==> src/rtl/serial_addsub_ctrl.sv <==
// Bit-serial A+B / A-B over WIDTH bits, LSB first, one bit per clock; done pulses WIDTH+1 cycles after accepted start.
// start is ignored while busy; define SERIAL_ADDSUB_OVF_EN to build the signed-overflow flag (otherwise Overflow is tied 0).
module serial_addsub_ctrl #(
  parameter int WIDTH = 8
) (
  input  logic             clk,
  input  logic             reset,
  input  logic             start,
  input  logic [WIDTH-1:0] A,
  input  logic [WIDTH-1:0] B,
  input  logic             Sub,
  output logic             busy,
  output logic             done,
  output logic [WIDTH-1:0] Result,
  output logic             Cout,
  output logic             Overflow
);

  localparam int CW = $clog2(WIDTH);
  localparam logic [CW-1:0] LAST = CW'(WIDTH - 1);

  typedef enum logic [1:0] {
    S_IDLE,
    S_RUN,
    S_DONE
  } state_t;

  state_t           r_state;
  state_t           w_next;
  logic             w_accept;
  logic             w_run;
  logic             w_last;
  logic             w_sum;
  logic             w_fa_cout;
  logic [WIDTH-1:0] r_a_sh;
  logic [WIDTH-1:0] r_b_sh;
  logic [WIDTH-1:0] r_result;
  logic [CW-1:0]    r_count;
  logic             r_carry;
  logic             r_cout;

  // The single shared full adder, fed from the shift-register LSBs.
  assign w_sum     = r_a_sh[0] ^ r_b_sh[0] ^ r_carry;
  assign w_fa_cout = (r_a_sh[0] & r_b_sh[0]) | (r_carry & (r_a_sh[0] ^ r_b_sh[0]));

  assign w_run  = (r_state == S_RUN);
  assign w_last = (r_count == LAST);

  always_comb begin
    w_next   = r_state;
    w_accept = 1'b0;
    case (r_state)
      S_IDLE: begin
        if (start) begin
          w_next   = S_RUN;
          w_accept = 1'b1;
        end
      end
      S_RUN: begin
        if (w_last) w_next = S_DONE;
      end
      S_DONE: begin
        if (start) begin
          w_next   = S_RUN;
          w_accept = 1'b1;
        end else begin
          w_next = S_IDLE;
        end
      end
      default: w_next = S_IDLE;
    endcase
  end

  always_ff @(posedge clk) begin
    if (reset) begin
      r_state  <= S_IDLE;
      r_a_sh   <= '0;
      r_b_sh   <= '0;
      r_result <= '0;
      r_count  <= '0;
      r_carry  <= 1'b0;
      r_cout   <= 1'b0;
    end else begin
      r_state <= w_next;
      if (w_accept) begin
        // Subtraction is A + ~B + 1; the +1 enters as the initial carry.
        r_a_sh   <= A;
        r_b_sh   <= Sub ? ~B : B;
        r_carry  <= Sub;
        r_count  <= '0;
        r_result <= '0;
        r_cout   <= 1'b0;
      end else if (w_run) begin
        r_a_sh   <= {1'b0, r_a_sh[WIDTH-1:1]};
        r_b_sh   <= {1'b0, r_b_sh[WIDTH-1:1]};
        r_result <= {w_sum, r_result[WIDTH-1:1]};
        r_carry  <= w_fa_cout;
        r_count  <= r_count + CW'(1);
        if (w_last) r_cout <= w_fa_cout;
      end
    end
  end

`ifdef SERIAL_ADDSUB_OVF_EN
  logic r_ovf;

  // On the MSB cycle r_carry is the carry into the MSB.
  always_ff @(posedge clk) begin
    if (reset) begin
      r_ovf <= 1'b0;
    end else if (w_accept) begin
      r_ovf <= 1'b0;
    end else if (w_run && w_last) begin
      r_ovf <= r_carry ^ w_fa_cout;
    end
  end

  assign Overflow = r_ovf;
`else
  assign Overflow = 1'b0;
`endif

  assign busy   = w_run;
  assign done   = (r_state == S_DONE);
  assign Result = r_result;
  assign Cout   = r_cout;

endmodule

==> config.mk <==
export PLATFORM = sky130hd
export DESIGN_NAME = serial_addsub_ctrl
export DESIGN_NICKNAME = d
export VERILOG_FILES = /design/src/rtl/serial_addsub_ctrl.sv
export SDC_FILE = /design/constraint.sdc
export NUM_CORES = 1
export LEC_CHECK = 0
export ABC_AREA = 1
export ABC_CLOCK_PERIOD_IN_PS = 1800
export BUFFER_PORTS_ARGS = -buffer_cell sky130_fd_sc_hd__buf_2
export CORE_MARGIN = 4
export CORE_UTILIZATION = 58
export DETAILED_ROUTE_END_ITERATION = 6
export PLACE_DENSITY = 0.82
export SYNTH_ARGS = -nofsm -noshare
export SYNTH_HDL_FRONTEND = slang
export SYNTH_SLANG_ARGS = --single-unit
==> constraint.sdc <==
create_clock -name clk -period 1.8 [get_ports clk]
set_clock_uncertainty 0.15 [all_clocks]
set_input_delay 0.18 -clock clk [delete_from_list [all_inputs] [get_ports clk]]
set_output_delay 0.18 -clock clk [all_outputs]
set_load 0.01 [all_outputs]
# Word level (Yosys, flattened, before mapping)
# Cells that the tools add are included.
[op_classes] add_sub_neg=1 n_mul=0 div=0 magnitude_cmp=0 eq_ne=5 shift=0 muxes=13 bitwise_logic=6 n_reduce_logical=6
[op_table] cell="$mux W8" n=5
[op_table] cell="$not A8 Y8" n=1
[op_table] cell="$pmux W2 S3" n=1
[op_table] cell="$mux W1" n=5
[op_table] cell="$mux W2" n=2
[op_table] cell="$reduce_and A2 Y1" n=2
[op_table] cell="$reduce_or A2 Y1" n=2
[op_table] cell="$add A3 B1 Y3 const B" n=1
[op_table] cell="$eq A3 B3 Y1 const B" n=1
[op_table] cell="$and A1 B1 Y1" n=2
[op_table] cell="$eq A2 B1 Y1 const B" n=1
[op_table] cell="$eq A2 B2 Y1 const B" n=1
[op_table] cell="$logic_not A2 Y1" n=1
[op_table] cell="$ne A2 B1 Y1 const B" n=1
[op_table] cell="$ne A2 B2 Y1 const B" n=1
[op_table] cell="$reduce_bool A2 Y1" n=1
[op_table] cell="$xor A1 B1 Y1" n=2
[op_table] cell="$or A1 B1 Y1" n=1
[totals] regBits=31 latchBits=0 mem_bits_rw=0 mem_bits_ro=0 inputBits=20 output_inout_bits=12 elab_cells=38 mem_count=0

# Depth between registers and ports, before layout
# Gate-level depths: netlist of run 1.
[logic_depth] depth_word=5 ltp_mapped=7 mapped_depth_nobuf=7

# Least setup slack after synthesis of run 1
# Ideal clock, no wire load.
[synth_timing] path_type="flip-flop to flip-flop" start="register r_a_sh[0]" end="register r_carry" setup_time_ns=0.116 arrival_time_ns=0.959 t_required_ns=1.534 slack_ns=0.575 path_stages_with_launch=6 n_path_buf=0 period_less_slack_ns=1.225 cell_sequence="dfxtp_1 fa_1 nand2_1 nand2_1 nor2_1 nor2_1"
[synth_via] elab_chain_cells=5 elab_cells_between_ends=6 cone_classes="mux: 2; bitwise: 4"
[synth_rtl] element="start, declared" line_no="35" rtl="logic [WIDTH-1:0] r_a_sh;"
[synth_rtl] element="start signal, assigned" line_no="94" rtl="r_a_sh <= {1'b0, r_a_sh[WIDTH-1:1]};"
[synth_rtl] element="$xor A1 B1 Y1" line_no="44" rtl="assign w_fa_cout = (r_a_sh[0] & r_b_sh[0]) | (r_carry & (r_a_sh[0] ^ r_b_sh[0]));"
[synth_rtl] element="$and A1 B1 Y1" line_no="44"
[synth_rtl] element="$or A1 B1 Y1 *" line_no="44"
[synth_rtl] element="via w_fa_cout" line_no="34" rtl="logic w_fa_cout;"
[synth_rtl] element="$mux W1 *" line_no="93" rtl="end else if (w_run) begin"
[synth_rtl] element="$mux W1 *" line_no="85" rtl="if (w_accept) begin"
[synth_rtl] element="end signal, assigned" line_no="89" rtl="r_carry <= Sub;"
[synth_rtl] element="end signal, assigned" line_no="97" rtl="r_carry <= w_fa_cout;"
[synth_rtl] element="end, declared" line_no="39" rtl="logic r_carry;"
# The timed path passes the listed nets; every way through them passes the cells marked *. The select of a mux whose other input is x is not followed.
# A chain may end at the register's enable or synchronous reset.

# Worst setup path after layout of run 1
[layout_timing] start="register r_state[0]" end="output port busy"
[layout_via] elab_chain_cells=1
[layout_rtl] element="start, declared" line_no="28" rtl="state_t r_state;"
[layout_rtl] element="start signal, assigned" line_no="84" rtl="r_state <= w_next;"
[layout_rtl] element="$eq A2 B1 Y1" line_no="46" rtl="assign w_run = (r_state == S_RUN);"
[layout_rtl] element="end, declared" line_no="12" rtl="output logic busy,"
# Every way passes these cells.

==> flow_summary.toml, run 1 <==
[yosys]
synth-warning-count = 0
ff_latch_count_synth = 31
synth_cell_types = 20
synthesis.area_um2 = 1550
synth-seq-area-share = 0.399
syn_nets = 248
synth.avg_cell_area_um2 = 6.91
syn_inst = 225

[die]
floorplan.initialDensity = 0.616
fp.coreArea_um2 = 2520
die_height_um = 59.8
floorplan.io_pins = 32
floorplan.die_area_um2 = 3570
die_width_um = 59.8
site_row_count = 18

[grt]
number_of_global_route_vias_before_repair = 1199
grt_start_max_net_pins = 24
grt_pass1_wl_um = 5060
grtUsageTotal = 0.193
globalRouteOverflowTotal = 0
grt_antenna_before_repair = 0

[placed_design]
dpl_worst_slack_ns = 0.327
detailed_place_hpwl_um = 2120
placement.io_buffers = 30
placedCellCount = 277
routability_cong = 0.826

[timing]
finalWorstPathRequiredPeriod_ns = 1.67
post-route-period-util = 0.926
fmax_mhz = 600
finalSetupViolations = 0
finalHoldViolations = 0
report.final.slew_viol_count = 0
grt_setup_unrepaired = "false"
timing.setup.tns_ns = 0
setup_slack_ns = 0.133

[worst_setup_path]
worst-endpoint-required_ns = 1.47
max_stage_delay_ns = 0.37
cp_cell_sequence = "nand2_2 > clkinvlp_4 > buf_2"
critical_path_arrival_ns = 1.34
worst_path_dominant_cell_family = "buffers and inverters"
path_buf_inv = 2
critical_path.max_fanout = 11
worstSetupStartpointType = "register"
crit_path_top_delay_cell = "dfxtp_1"
criticalPathCategory = "register to output port"
worstSetupEndpointType = "output port"

[clock_network]
cts_htree_levels = 2
clock_sinks = 31
cts_tree = "built"
numCtsBuffers = 5
max_buffers_root_to_sink = 2
clock_insertion_delay_worst_skew_ns = 0.33
cts.root.buffer_cell = "clkbuf_4"
clk_pin_slew_worst_paths_ns = 0.09

[finish]
post_layout_nets = 280
num-fill-cells = 231
layout-area-overhead-vs-synth_pct = 13.6
layout-drive-gt1-share = 0.226
mostFrequentLayoutCell = "nand2_1"
fin_cells = 287
most-common-layout-cells = "nand2_1 (60), inv_1 (34), dfxtp_1 (31), buf_2 (30), nor2_1 (26)"
diodes_inserted = 0

[routing]
via_per_inst = 4.83
drt.antenna.violating_nets = 0
detail_route.iter0.violations = 61
drcViolationCount = 0
total_via_count_in_the_routed_design = 1385
drt_pre_antenna_iters = 4
wl_per_instance_um = 10.4
wl_um = 3000

[power]
irDropWorstVdd_mv = 0.590
cellLeakagePower_nw = 0.892
p_per_area_nw_per_um2 = 797

[outcome]
run_status = "complete, no violations"

[run]
maxCapViolCount = 0

[worst_hold_path]
worstHoldPathType = "input pin to register"
==> cells by family after synthesis <==
logic type,count (synthesis),share of synthesized area
buf+inv,47,0.144
simple gates,107,0.280
compound gates,35,0.134
fa+ha+maj,3,0.0290
other cells,1,0.00241
flops,31,0.399
xor+xnor,1,0.0105
==> path summary, 6_finish.rpt <==
check,end,start,slack [ns],cells after the start
worst max-delay path,busy,r_state[0],0.13,3
worst min-delay path,r_a_sh[3],A[3],0.04,5
worst max register to register,r_a_sh[2],r_state[0],0.30,6
worst min register to register,Result[0],Result[0],0.33,2
==> flip-flops by register name, indices dropped and copies added, names as in the netlist <==
signal   cells
r_count      3
Cout         1
Result       8
r_carry      1
r_b_sh       8
r_a_sh       8
r_state      2
==> final cells by class <==
type | instances | area, um^2 | share of cell area
tap | 30 | 37.5 | 0.0213
multi-input combinational | 147 | 709 | 0.402
sequential | 31 | 621 | 0.352
clock inverter | 1 | 5.00 | 0.00283
clock buffer | 6 | 51.3 | 0.0291
timing repair buffer | 36 | 203 | 0.115
inverter | 36 | 139 | 0.0787
==> stage by stage <==
stage	hold slack (ns)	utilization	cell area, um^2	power (W)
finish	0.0368	0.700	1770	0.00141
detailed placement	0.269	0.664	1680	0.000998
CTS	0.0176	0.698	1760	0.00142
global placement	0.255	0.664	1680	0.000996
floorplan	0.0991	-	1550	0.000952
global route	0.0604	0.700	1770	0.00150
==> power breakdown <==
part           switching, W  internal, W
clock network      0.000236     0.000181
logic              0.000147    0.0000897
registers         0.0000248     0.000728
total              0.000408     0.000999
==> synth_stat cells <==
master | n | area (um^2)
conb_1 | 1 | 3.75
inv_1 | 35 | 131
nor2_1 | 26 | 97.6
ha_1 | 2 | 25.0
nand2_1 | 60 | 225
inv_2 | 1 | 3.75
nand3_1 | 15 | 75.1
clkbuf_1 | 1 | 3.75
fa_1 | 1 | 20.0
dfxtp_1 | 31 | 621
nand2_2 | 3 | 18.8
or2_2 | 1 | 6.26
o21ai_0 | 21 | 105
a21oi_2 | 9 | 78.8
buf_4 | 4 | 30.0
buf_2 | 2 | 10.0
xor2_2 | 1 | 16.3
a21oi_1 | 5 | 25.0
buf_6 | 4 | 45.0
nor2_2 | 2 | 12.5
==> timing repair <==
item | in CTS | in global routing
hold buffers | 3 | 0
hold endpoints to repair | 5 | 0
resized for setup | 0 | 1
setup endpoints to repair | 0 | 1
buffers inserted | 0 | 0
==> per-layer routing <==
layer | up-vias | part of all wire | track usage
met2 | 21 | 0.45 | 0.287
met3 | 6 | 0.051 | 0.0713
met4 | 0 | 0.020 | 0.0854
met1 | 613 | 0.48 | 0.247
li1 | 745 | - | -
met5 | - | 0 | 0
==> worst register-to-register path: cells and delay by family, from the launching register on <==
kind / cells / cell delay (ns)
buffers and inverters: 1 / 0.19
flip-flops: 1 / 0.44
AND/OR/NAND/NOR: 5 / 0.66
(Power assumes the default switching activity.)
==> inputs of run 2 (changes only) <==
--- a/config.mk
+++ b/config.mk
@@ -12,6 +12,7 @@
 export CORE_UTILIZATION = 58
 export DETAILED_ROUTE_END_ITERATION = 6
 export PLACE_DENSITY = 0.82
+export REMOVE_ABC_BUFFERS = 1
 export SYNTH_ARGS = -nofsm -noshare
 export SYNTH_HDL_FRONTEND = slang
 export SYNTH_SLANG_ARGS = --single-unit
==> run 2 against run 1 <==
Against the previous run:
- first-iteration DRC count grew 44%
- sequential power about the same
- global-route usage is 0.58 points lower
- sequential share of layout area decreased by 0.10 points
- critical endpoint is now r_b_sh[7]
- non-clock buffer count did not move
- core utilization grew 0.35 points
- final cell count increased by 0.35%
- combinational power increased by 3%
- die area stayed put
- highest routed layer unchanged
- routed wire length is 1.4% higher
==> flow_summary.toml, run 2 (synthesized netlist as in run 1, its figures left out) <==
[clock_network]
numCtsBuffers = 5
cts.root.buffer_cell = "clkbuf_4"
clk_pin_slew_worst_paths_ns = 0.10
cts_tree = "built"
max_buffers_root_to_sink = 2
clock_sinks = 31
cts_htree_levels = 2
post-cts-setup-buffer-count = 0
clock_insertion_delay_worst_skew_ns = 0.32

[die]
floorplan.io_pins = 32
site_row_count = 18
floorplan.initialDensity = 0.616
floorplan.die_area_um2 = 3570
die_width_um = 59.8
fp.coreArea_um2 = 2520
die_height_um = 59.8

[power]
p_per_area_nw_per_um2 = 777
cellLeakagePower_nw = 0.893
irDropWorstVdd_mv = 0.676

[placed_design]
dpl_cell_area_um2 = 1680
placedCellCount = 277
routability_cong = 0.777
detailed_place_hpwl_um = 2140
placement.io_buffers = 30

[worst_setup_path]
cp_cell_sequence = "inv_2 > nand2_2 > buf_6 > nand3_1 > a21oi_1 > dlygate4sd3_1"
worst-endpoint-required_ns = 1.93
critical_path_arrival_ns = 1.84
max_stage_delay_ns = 0.55
worstSetupEndpointType = "register"
worst_path_dominant_cell_family = "buffers and inverters"
worstSetupStartpointType = "register"
path_buf_inv = 3
criticalPathCategory = "register to register"
crit_path_top_delay_cell = "dlygate4sd3_1"
critical_path.max_fanout = 20

[timing]
finalHoldViolations = 0
post-route-period-util = 0.953
finalWorstPathRequiredPeriod_ns = 1.71
finalSetupViolations = 0
report.final.slew_viol_count = 0
grt_setup_unrepaired = "true"
finalHoldWorstSlack_ns = 0.0331
fmax_mhz = 583

[finish]
postLayoutCellArea_um2 = 1770
layout-area-overhead-vs-synth_pct = 14.2
post_layout_nets = 280
fin_cells = 288
most-common-layout-cells = "nand2_1 (60), inv_1 (34), dfxtp_1 (30), buf_2 (30), nor2_1 (26)"
diodes_inserted = 0
layout-drive-gt1-share = 0.225
mostFrequentLayoutCell = "nand2_1"

[grt]
number_of_global_route_vias_before_repair = 1237
grt_antenna_before_repair = 0
grtUsageTotal = 0.187
grt_pass1_wl_um = 5050
grt_start_max_net_pins = 21
globalRouteOverflowTotal = 0

[routing]
via_per_inst = 4.86
drt.antenna.violating_nets = 0
drt_pre_antenna_iters = 4
detail_route.iter0.violations = 88
wl_per_instance_um = 10.6
wl_um = 3040
drcViolationCount = 0
total_via_count_in_the_routed_design = 1401

[worst_hold_path]
worstHoldPathType = "input pin to register"

[outcome]
run_status = "complete, no violations"

[run]
maxCapViolCount = 0
[run 2: cell types whose count changed in the layout (fill, tap and decap cells not counted)]
cell	before	now
nand2_4	0	1
buf_6	0	1
clkbuf_1	0	2
clkbuf_8	1	0
nor2_4	0	1
dfxtp_2	0	1
nor2_2	2	1
dfxtp_1	31	30
nand2_2	3	2
buf_4	3	2
[run 2: area by class of cell]
type / count / area [um^2]
Multi-Input combinational cell: 147 / 719
Inverter: 36 / 139
Clock inverter: 1 / 5.00
Clock buffer: 7 / 45.0
Timing Repair Buffer: 36 / 206
Tap cell: 30 / 37.5
Fill cell: 236 / 748
Sequential cell: 31 / 622
[run 2: what timing repair did]
action / in CTS / in global routing
endpoints found under the hold margin: 5 / 0
resized for setup: 0 / 5
endpoints found under the setup margin: 0 / 2
hold buffers: 3 / 0
[run 2: metrics by stage]
step                power (W)   TNS, ns  setup WS, ns   util
floorplan            0.000921         0         0.324      -
global placement     0.000994         0         0.397  0.664
detailed placement    0.00100         0         0.332  0.664
CTS                   0.00138         0        0.0174  0.696
global route          0.00146  -0.00930      -0.00930  0.703
finish                0.00138         0        0.0851  0.703
[run 2: per-layer routing]
layer,GRT usage,up-vias,part of all wire,wire (um)
met1,0.239,619,0.47,1440
met2,0.295,30,0.45,1380
li1,-,745,-,-
met3,0.0454,7,0.056,170
met5,0,-,0,0
met4,0.0854,0,0.017,51
[run 2: power breakdown]
group | leakage, nW | switching, W | total, W | internal (W)
logic | 0.609 | 0.000150 | 0.000243 | 0.0000933
registers | 0.254 | 0.0000263 | 0.000755 | 0.000729
clock network | 0.0293 | 0.000228 | 0.000380 | 0.000152
total | 0.893 | 0.000404 | 0.00138 | 0.000974
[run 2: final timing paths]
path / start / endpoint / slack, ns / cells past startpoint
worst min register to register: Result[0] / Result[0] / 0.32 / 2
worst max-delay path: r_state[0] / r_b_sh[7] / 0.09 / 6
worst min-delay path: A[1] / r_a_sh[1] / 0.03 / 5
worst max register to register: r_state[0] / r_b_sh[7] / 0.09 / 6
[run 2: worst register-to-register path: stages, from the launching register on]
cell           delay [ns]
dfxtp_2              0.43
inv_2                0.06
nand2_2              0.07
buf_6                0.18
nand3_1              0.10
a21oi_1              0.14
dlygate4sd3_1        0.55
